===== config.mk =====
export PLATFORM = sky130hd
export DESIGN_NAME = rr_arb8_ctrl_flat
export DESIGN_NICKNAME = d
export VERILOG_FILES = /design/src/rtl/rr_arb8_ctrl_if.sv /design/src/rtl/rr_arb8_ctrl.sv /design/src/flat_wrapper.sv
export SDC_FILE = /design/constraint.sdc
export NUM_CORES = 1
export LEC_CHECK = 0
export ABC_AREA = 1
export BUFFER_PORTS_ARGS = -buffer_cell sky130_fd_sc_hd__clkbuf_2
export CORE_ASPECT_RATIO = 1.4
export CORE_UTILIZATION = 50
export DETAILED_ROUTE_END_ITERATION = 7
export HOLD_SLACK_MARGIN = 0.05
export PLACE_DENSITY = 0.79
export SYNTH_ARGS = -nofsm -noshare
export SYNTH_HDL_FRONTEND = slang
export SYNTH_SLANG_ARGS = --single-unit

===== constraint.sdc =====
create_clock -name clk -period 3.5 [get_ports clk]
set_input_delay 0.175 -clock clk [delete_from_list [all_inputs] [get_ports clk]]
set_output_delay 0.175 -clock clk [all_outputs]
set_load 0.03 [all_outputs]

===== src/rtl/rr_arb8_ctrl_if.sv =====
// Request/grant bundle between eight requesters and the round-robin arbiter.
// The slave modport is the arbiter side; the master modport is the requester side.
interface rr_arb8_ctrl_if;
  logic [7:0] Req;
  logic       Done;
  logic [7:0] Grant;
  logic [2:0] Grant_idx;
  logic       Grant_vld;
  logic       Expired;

  modport slave (
    input  Req,
    input  Done,
    output Grant,
    output Grant_idx,
    output Grant_vld,
    output Expired
  );

  modport master (
    output Req,
    output Done,
    input  Grant,
    input  Grant_idx,
    input  Grant_vld,
    input  Expired
  );
endinterface


===== src/rtl/rr_arb8_ctrl.sv =====
// Eight-way round-robin arbiter with registered one-hot grant and an optional
// per-tenure hold limit. Every tenure is followed by one idle cycle.
module rr_arb8_ctrl #(
  parameter int MAX_HOLD = 16
) (
  input  logic          clk,
  input  logic          rst,
  rr_arb8_ctrl_if.slave bus
);

  typedef enum logic {IDLE, GRANT} state_t;

  localparam logic [7:0] LAST_HOLD = 8'(MAX_HOLD - 1);
  localparam bit         LIMIT_ON  = (MAX_HOLD != 0);

  state_t     state, state_n;
  logic [2:0] ptr, ptr_n;
  logic [7:0] hold_cnt, hold_n;
  logic [7:0] grant, grant_n;
  logic [2:0] idx, idx_n;
  logic       vld, vld_n;
  logic       expired, expired_n;

  logic [2:0] winner;
  logic [2:0] cand;
  logic       found;
  logic       end_done, end_drop, end_limit;

  // First requester at or after ptr, wrapping 7 -> 0.
  always_comb begin
    winner = ptr;
    cand   = ptr;
    found  = 1'b0;
    for (int i = 0; i < 8; i++) begin
      cand = ptr + 3'(i);
      if (!found && bus.Req[cand]) begin
        winner = cand;
        found  = 1'b1;
      end
    end
  end

  assign end_done  = bus.Done;
  assign end_drop  = !bus.Req[idx];
  assign end_limit = LIMIT_ON && (hold_cnt == LAST_HOLD);

  always_comb begin
    state_n   = state;
    ptr_n     = ptr;
    hold_n    = hold_cnt;
    grant_n   = grant;
    idx_n     = idx;
    vld_n     = vld;
    expired_n = 1'b0;
    case (state)
      IDLE: begin
        if (found) begin
          idx_n   = winner;
          grant_n = 8'b1 << winner;
          vld_n   = 1'b1;
          hold_n  = 8'd0;
          state_n = GRANT;
        end
      end
      GRANT: begin
        if (end_done || end_drop || end_limit) begin
          // Expired flags only tenures cut short purely by the hold limit.
          grant_n   = 8'h00;
          vld_n     = 1'b0;
          ptr_n     = idx + 3'd1;
          expired_n = end_limit && !end_done && !end_drop;
          state_n   = IDLE;
        end else begin
          hold_n = hold_cnt + 8'd1;
        end
      end
      default: state_n = IDLE;
    endcase
  end

  always_ff @(posedge clk or posedge rst) begin
    if (rst) begin
      state    <= IDLE;
      ptr      <= 3'd0;
      hold_cnt <= 8'd0;
      grant    <= 8'h00;
      idx      <= 3'd0;
      vld      <= 1'b0;
      expired  <= 1'b0;
    end else begin
      state    <= state_n;
      ptr      <= ptr_n;
      hold_cnt <= hold_n;
      grant    <= grant_n;
      idx      <= idx_n;
      vld      <= vld_n;
      expired  <= expired_n;
    end
  end

  assign bus.Grant     = grant;
  assign bus.Grant_idx = idx;
  assign bus.Grant_vld = vld;
  assign bus.Expired   = expired;

endmodule


===== src/flat_wrapper.sv =====
// flat-port wrapper written by rule: the top's interface ports become plain ports
module rr_arb8_ctrl_flat 
#(
  parameter int MAX_HOLD = 16
)
  (clk, rst, bus_Req, bus_Done, bus_Grant, bus_Grant_idx, bus_Grant_vld, bus_Expired);
  rr_arb8_ctrl_if bus_i ();
  input  logic clk;
  input  logic rst;
  input wire logic [$bits(bus_i.Req)-1:0] bus_Req;
  input wire logic [$bits(bus_i.Done)-1:0] bus_Done;
  output wire logic [$bits(bus_i.Grant)-1:0] bus_Grant;
  output wire logic [$bits(bus_i.Grant_idx)-1:0] bus_Grant_idx;
  output wire logic [$bits(bus_i.Grant_vld)-1:0] bus_Grant_vld;
  output wire logic [$bits(bus_i.Expired)-1:0] bus_Expired;
  assign bus_i.Req = bus_Req;
  assign bus_i.Done = bus_Done;
  assign bus_Grant = bus_i.Grant;
  assign bus_Grant_idx = bus_i.Grant_idx;
  assign bus_Grant_vld = bus_i.Grant_vld;
  assign bus_Expired = bus_i.Expired;
  rr_arb8_ctrl #(.MAX_HOLD(MAX_HOLD)) u_core (.clk(clk), .rst(rst), .bus(bus_i));
endmodule

==> metrics, run 1 <==
status finished, final reports clean; first-pass GRT wire length ~8.2 mm; f_max roughly 0.33 GHz; drt first-iter violations just under 100; fraction of layout cells with a size suffix above 1 0.193; Initial Utilization 0.521; time the worst path needs with I/O delays and setup 3.04 ns; largest net degree at the start of global routing 26; Worst Skew 0.00687 ns; highest-count cells in the layout ignoring fill and taps nand2_1, nand3_1, dfrtp_1; setup slack, reg-to-reg ~0.46 ns; Final ANT Viol Nets 0; die width between 50 and 60 µm; Pins Over Slew Limit 0; CP startpoint kind flip-flop; cts bufs inserted 3; CTS Buffer Depth 2; Placed Cells incl. Taps between 300 and 400; postcts setup bufs 0; Seq cells post-synth 25; Port Buf Inserts 23; Clk Latency, worst-skew pair 0.28 ns; # nets final around 340; drt total wl a little under 5 mm; I/O pin count 24; R2R Path Start u_core.ptr[0]$_DFFE_PP0P_; WHS ~0.069 ns; RSZ-0062 raised after global routing false; actual slew at the worst max-slew pin 0.926 ns; core area 0.00392 mm²; final weighted congestion in routability-driven placement 0.954; Rows 27; relative slew slack 0.382; Setup WS pre-CTS approximately 0.52 ns; CTS H-Tree Depth 1; Hold Crit Class in -> async; Final HPWL DP about 3.9 mm; die area 0.00435 mm²; CP Data Required Time 3.66 ns; die height just under 80 µm; CTS clk-pin slew, worst paths 0.09 ns; total track usage 0.240; multi-input logic area about 0.0012 mm²; worst r2r dst u_core.hold_cnt[7]$_DFFE_PP0P_; filler instances 391; Layout Cells excl Fill ~370; CP endpoint kind flip-flop; Reg2Reg Depth 16; Post-Syn Nets between 300 and 400; diode count 0; Setup WS post-layout 0.457 ns; synthesized instance count 306; initial antenna violation count 0; setup violators final 0; root buf cell clkbuf_8; # DRC 0; Crit Path Category reg -> reg; vias post-DR a little over 2000; sequential fraction of the synthesis area 0.306; setup TNS 0 ns; Tcrit/Tclk final 0.869; crit path from u_core.ptr[0]$_DFFE_PP0P_; clk sinks 25; synth warn 0; DR pass1 iterations 4; final hold vios 0; FF/Latch Area about 630 µm²; Hold Buf Count CTS 0; max cap viols 0; Arrival @ worst endpoint 3.21 ns; crit path max fanout 13; routed vias/inst between 5 and 6; average wire per standard cell between 10 and 15 µm; CTS tree built; post-cts gate resize count 0; GRT overflow 0; Synth cell types 30; syn_area_per_cell roughly 6.7 µm²; mapped cell area 0.00204 mm²; commonest non-fill, non-tap cell in the layout nand2_1; synthesis-to-finish area growth 7.65%; most common flop cell mapped by yosys dfrtp_1; Post-synth EDFFs 0; async set-reset flop share out of synthesis 1.00; vias in the first global route between 1500 and 2000
==> worst max-delay path by stage <==
| stage | to | cells past startpoint |
|---|---|---|
| 2_1_floorplan | u_core.hold_cnt[4]$_DFFE_PP0P_ | 16 |
| 3_3_place_gp | u_core.hold_cnt[7]$_DFFE_PP0P_ | 16 |
| 3_5_place_dp | u_core.hold_cnt[7]$_DFFE_PP0P_ | 16 |
| 4_1_cts | u_core.hold_cnt[7]$_DFFE_PP0P_ | 16 |
| 5_1_grt | u_core.hold_cnt[7]$_DFFE_PP0P_ | 16 |
| 6_report | u_core.hold_cnt[7]$_DFFE_PP0P_ | 16 |
==> worst max-delay path: stages, from the launching register on <==
cell and delay [ns]:
dfrtp_1 0.56, inv_2 0.19, ha_1 0.42, inv_2 0.14
nand3_1 0.10, nand3_1 0.09, nand2_2 0.10, nor2_4 0.15
nand4_4 0.10, nor2_4 0.13, nand2_2 0.07, o21ai_4 0.29
nand2_2 0.24, nand3_1 0.17, nand2_1 0.06, nand2_1 0.05
nor2_1 0.04
==> kinds of logic after synthesis <==
| kind of cell | count (synthesis) | share of synthesized area |
|---|---|---|
| flops | 25 | 0.306 |
| simple gates | 207 | 0.474 |
| buf+inv | 37 | 0.0839 |
| fa+ha+maj | 4 | 0.0245 |
| compound gates | 29 | 0.0906 |
| xor+xnor | 4 | 0.0208 |
==> synth_stat cells (2+ instances only) <==
cell / n / area share
nand2_1: 106 / 0.19
nand3_1: 45 / 0.11
dfrtp_1: 25 / 0.31
inv_1: 23 / 0.042
nor2_1: 21 / 0.039
nand2_2: 14 / 0.043
nand4_1: 8 / 0.024
o21ai_0: 8 / 0.020
inv_2: 7 / 0.013
o21ai_1: 7 / 0.017
a21oi_1: 4 / 0.0098
ha_1: 4 / 0.024
nor2_4: 4 / 0.022
a21oi_2: 3 / 0.013
buf_6: 3 / 0.017
nand3_2: 3 / 0.015
nor3_1: 3 / 0.0073
xor2_1: 3 / 0.013
a31oi_1: 2 / 0.0061
buf_2: 2 / 0.0049
buf_4: 2 / 0.0073
==> state kept, by name (all words and copies together), names as in the netlist <==
register,count
u_core.hold_cnt,8
u_core.bus.Grant_vld,1
u_core.ptr,3
u_core.bus.Grant_idx,3
u_core.bus.Expired,1
u_core.bus.Grant,8
u_core.state,1
==> per-stage QoR <==
| step | area, µm² | util |
|---|---|---|
| after detailed placement | 2150 | 0.549 |
| after global placement | 2150 | 0.549 |
| final | 2200 | 0.561 |
| after global routing | 2200 | 0.561 |
| after floorplan | 2040 | - |
| after CTS | 2200 | 0.561 |
==> routing by layer <==
metal	global-route usage	wire length (µm)	share of wire
met4	0.173	291	0.059
met3	0.0283	169	0.035
met1	0.272	1940	0.40
met5	0	0	0
met2	0.410	2490	0.51
==> final cells by class <==
cell class                 count  share of cell area
sequential                    25               0.284
timing repair buffer          23              0.0523
clock inverter                 1             0.00228
inverter                      30              0.0512
tap                           43              0.0245
multi-input combinational    244               0.567
clock buffer                   3              0.0188
Power of run 1 is left out: the tool's default activity adds up to more than one toggle a clock period on the data nets, which glitch-free logic cannot reach.
==> run 2: changes to the inputs <==
CORE_UTILIZATION = 45   (was 50)
GPL_TIMING_DRIVEN = 0   (was default)
PLACE_DENSITY = 0.73   (was 0.79)
==> run 2 against run 1 <==
Critical endpoint is now u_core.hold_cnt[4]$_DFFE_PP0P_. Critical path type unchanged. Flip-flop and latch count did not move. Core utilization fell by 2.8 points. Critical path depth did not move.
==> metrics, run 2 (same netlist as run 1, synthesis figures left out) <==
multi-input logic area approximately 0.0012 mm²; diode count 0; actual slew at the worst max-slew pin between 0.9 and 1 ns; Port Buf Inserts 23; root buf cell clkbuf_8; Arrival @ worst endpoint 2.94 ns; crit path max fanout 10; drt first-iter violations around 100; Rows 28; setup TNS 0 ns; Crit Path Category reg -> reg; core area 0.00427 mm²; final design utilization 0.533; CTS H-Tree Depth 1; Final HPWL DP approximately 3.7 mm; die width between 50 and 60 µm; Initial Utilization 0.478; routed vias/inst between 5 and 6; CP endpoint kind flip-flop; die height a little over 80 µm; highest-count cells in the layout ignoring fill and taps nand2_1, nand3_1, dfrtp_1; Pins Over Slew Limit 0; status finished, final reports clean; die area 0.00482 mm²; commonest non-fill, non-tap cell in the layout nand2_1; time the worst path needs with I/O delays and setup approximately 2.8 ns; GRT overflow 0; I/O pin count 24; Hold Crit Class in -> async; drt total wl between 4 and 5 mm; f_max ~0.36 GHz; # DRC 0; max cap viols 0; clk sinks 25; Clk Latency, worst-skew pair roughly 0.27 ns; CP Data Required Time approximately 3.7 ns; filler instances 460; fraction of layout cells with a size suffix above 1 0.207; final weighted congestion in routability-driven placement 0.847; FF/Latch Area roughly 630 µm²; # nets final approximately 350; CP startpoint kind flip-flop; total track usage 0.216; vias in the first global route 1801; setup violators final 0; crit path from u_core.ptr[1]$_DFFE_PP0P_; relative slew slack 0.374; CTS tree built; CTS clk-pin slew, worst paths around 0.080 ns; average wire per standard cell 12.0 µm; Tcrit/Tclk final 0.796; RSZ-0062 raised after global routing false; initial antenna violation count 0; R2R Path Start u_core.ptr[1]$_DFFE_PP0P_; CTS Buffer Depth 2; largest net degree at the start of global routing 26; post-cts gate resize count 0; final hold vios 0; postcts setup bufs 0; vias post-DR 2011; first-pass GRT wire length about 7.9 mm; Hold Buf Count CTS 0; cts bufs inserted 3; synthesis-to-finish area growth 11.5%; Worst Skew a little over 0.004 ns; Final ANT Viol Nets 0; DR pass1 iterations 4
-- run 2: cell count changes in the layout (fill, tap and decap cells not counted) --
cell and delta:
buf_6 +3, buf_2 +2, buf_4 +2, clkbuf_1 +1, clkinv_2 -1
-- run 2: area by class of cell --
class                      instances  share of cell area
buffer                             7              0.0258
clock buffer                       4              0.0198
inverter                          30              0.0494
multi-input combinational        244               0.547
sequential                        25               0.275
tap                               60              0.0329
timing repair buffer              23              0.0505
-- run 2: critical path: stages, from the launching register on --
cell and delay, ns:
dfrtp_1 0.35, buf_2 0.20, inv_2 0.11, ha_1 0.42, inv_2 0.18, nand3_1 0.11
nand3_1 0.09, nand2_2 0.12, nor2_4 0.16, nand4_4 0.10, nor2_4 0.13, nand2_2 0.07
o21ai_4 0.16, buf_4 0.19, a21oi_1 0.09, o21ai_1 0.13, a21oi_1 0.05
-- run 2: stage by stage --
| step | hold slack (ns) | cells | setup WS, ns | area (µm²) |
|---|---|---|---|---|
| floorplan | 0.202 | 306 | 1.11 | 2040 |
| global placement | 0.409 | 389 | 0.765 | 2230 |
| detailed placement | 0.417 | 389 | 0.735 | 2230 |
| CTS | 0.123 | 393 | 0.698 | 2280 |
| global route | 0.174 | 393 | 0.439 | 2280 |
| finish | 0.0869 | 393 | 0.714 | 2280 |
-- run 2: final timing paths --
| kind | cells past startpoint | endpoint | slack, ns |
|---|---|---|---|
| min in group clk | 5 | u_core.bus.Expired$_DFF_PP0_ | 0.26 |
| worst min register to register | 2 | u_core.bus.Grant_vld$_DFFE_PP0P_ | 0.48 |
| max in group asynchronous | 2 | u_core.bus.Grant_idx[1]$_DFFE_PP0P_ | 2.84 |
| worst min-delay path | 2 | u_core.bus.Grant[6]$_DFFE_PP0P_ | 0.09 |
| worst max register to register | 16 | u_core.hold_cnt[4]$_DFFE_PP0P_ | 0.71 |
| worst max-delay path | 16 | u_core.hold_cnt[4]$_DFFE_PP0P_ | 0.71 |
-- run 2: layer usage --
metal	GRT usage	vias up	routed length, µm
met2	0.406	40	2530
li1	-	1049	-
met3	0.0126	6	127
met1	0.251	916	2010
met4	0.0833	0	55
met5	0	-	0
Power of run 2 is left out for the same reason.
==> run 3: changes to the inputs <==
clock period = 2.9 ns   (was 3.5 ns; I/O delays follow)
==> run 3 against run 2 <==
Critical path type unchanged. Critical path depth increased by 1. Count of clock-buffer cells in the layout is the same. Setup slack got worse by 0.49 ns. Register-to-register slack got worse by 0.49 ns. Flip-flop and latch count unchanged.
==> metrics, run 3 (same netlist as run 1, synthesis figures left out) <==
status finished, final reports clean; cell mode on critical path nand3_1; f_max around 0.37 GHz; worst-path cell chain inv_2, buf_6, ha_2, inv_4, nand3_1, nand3_1, nand2_2, nor2_4, nand4_4, nor2_4, nand3_2, inv_2, nand2_1, nand2_2, nor2_2, nand3_1, nand2_1; vias post-DR approximately 2000; postcts setup bufs 0; relative slew slack 0.377; commonest non-fill, non-tap cell in the layout nand2_1; post-cts gate resize count 0; Final ANT Viol Nets 0; Hold Buf Count CTS 0; CP startpoint kind flip-flop; Crit-path slowest cell dfrtp_1; Final HPWL DP approximately 3.7 mm; Initial Utilization 0.478; Arrival @ worst endpoint 2.84 ns; RSZ-0062 raised after global routing false; GR peak layer met2; die area around 0.0048 mm²; first-pass GRT wire length between 7 and 8 mm; GRT overflow 0; die height between 80 and 90 µm; cts bufs inserted 3; diode count 0; CP Data Required Time 3.06 ns; Tcrit/Tclk final 0.922; max cap viols 0; vias in the first global route roughly 1800; I/O pin count 24; final hold vios 0; # nets final approximately 350; # DRC 0; actual slew at the worst max-slew pin between 0.9 and 1 ns; CTS tree built; time the worst path needs with I/O delays and setup 2.67 ns; CTS Buffer Depth 2; Worst Skew around 0.0045 ns; root buf cell clkbuf_8; synthesis-to-finish area growth 12.6%; total track usage 0.216; Hold Crit Class in -> async; Clk Latency, worst-skew pair 0.27 ns; setup TNS 0 ns; Pins Over Slew Limit 0; drt total wl between 4 and 5 mm; GR Util met2 0.406; CP endpoint kind flip-flop; Worst path top cell family by delay simple AND/OR/NAND/NOR gates; GR Util met3 0.0126; DR pass1 iterations 5; highest-count cells in the layout ignoring fill and taps nand2_1, nand3_1, dfrtp_1; drt first-iter violations between 100 and 150; average wire per standard cell 12.0 µm; crit path max fanout 10; clk sinks 25; Port Buf Inserts 23; fraction of layout cells with a size suffix above 1 0.219; routed vias/inst a little over 5; die width 59.0 µm; filler instances ~470; Rows 28; Worst Path Buf+Inv 4; CTS H-Tree Depth 1; largest net degree at the start of global routing 26; CTS clk-pin slew, worst paths ~0.08 ns; core area ~0.0043 mm²; initial antenna violation count 0; Crit Path Category reg -> reg; GR met1 Demand/Resource 0.251; setup violators final 0; final weighted congestion in routability-driven placement ~0.85; Crit path largest cell delay roughly 0.42 ns
[run 3: routing by layer]
| layer | share of wire | routed length (µm) |
|---|---|---|
| met5 | 0 | 0 |
| met4 | 0.016 | 74 |
| met3 | 0.026 | 124 |
| met2 | 0.54 | 2530 |
| met1 | 0.42 | 1990 |
[run 3: path summary, 6_finish.rpt]
path,startpoint,to,slack [ns],cells past startpoint
setup / recovery,u_core.ptr[0]$_DFFE_PP0P_,u_core.bus.Grant[7]$_DFFE_PP0P_,0.23,17
hold / removal,rst,u_core.bus.Grant[6]$_DFFE_PP0P_,0.05,2
setup reg to reg,u_core.ptr[0]$_DFFE_PP0P_,u_core.bus.Grant[7]$_DFFE_PP0P_,0.23,17
hold reg to reg,u_core.bus.Grant_vld$_DFFE_PP0P_,u_core.bus.Grant_vld$_DFFE_PP0P_,0.48,2
max in group asynchronous,rst,u_core.bus.Grant_idx[1]$_DFFE_PP0P_,2.27,2
min in group clk,bus_Done,u_core.bus.Expired$_DFF_PP0_,0.23,5
[run 3: final cells by class]
cell class / instances / area (µm²) / area share
Clock buffer: 4 / 45.0 / 0.0196
Inverter: 30 / 118 / 0.0511
Tap cell: 60 / 75.1 / 0.0326
Timing Repair Buffer: 23 / 115 / 0.0501
Sequential cell: 25 / 626 / 0.272
Buffer: 7 / 62.6 / 0.0272
Multi-Input combinational cell: 244 / 1260 / 0.547
[run 3: worst register-to-register path: stages, from the launching register on]
cell and delay, ns:
dfrtp_1 0.42, inv_2 0.10, buf_6 0.16, ha_2 0.35, inv_4 0.12, nand3_1 0.10
nand3_1 0.09, nand2_2 0.12, nor2_4 0.17, nand4_4 0.11, nor2_4 0.13, nand3_2 0.12
inv_2 0.11, nand2_1 0.12, nand2_2 0.13, nor2_2 0.05, nand3_1 0.10, nand2_1 0.06
[run 3: per-stage QoR]
step,area [µm²],utilization,std cells,hold WS (ns),setup slack (ns)
after detailed placement,2230,0.523,389,0.387,0.135
after global placement,2230,0.523,389,0.379,0.165
final,2300,0.538,393,0.0520,0.228
after global routing,2300,0.538,393,0.144,0.00233
after CTS,2280,0.533,393,0.0928,0.0979
after floorplan,2040,-,306,0.172,0.509
Power of run 3 is left out for the same reason.
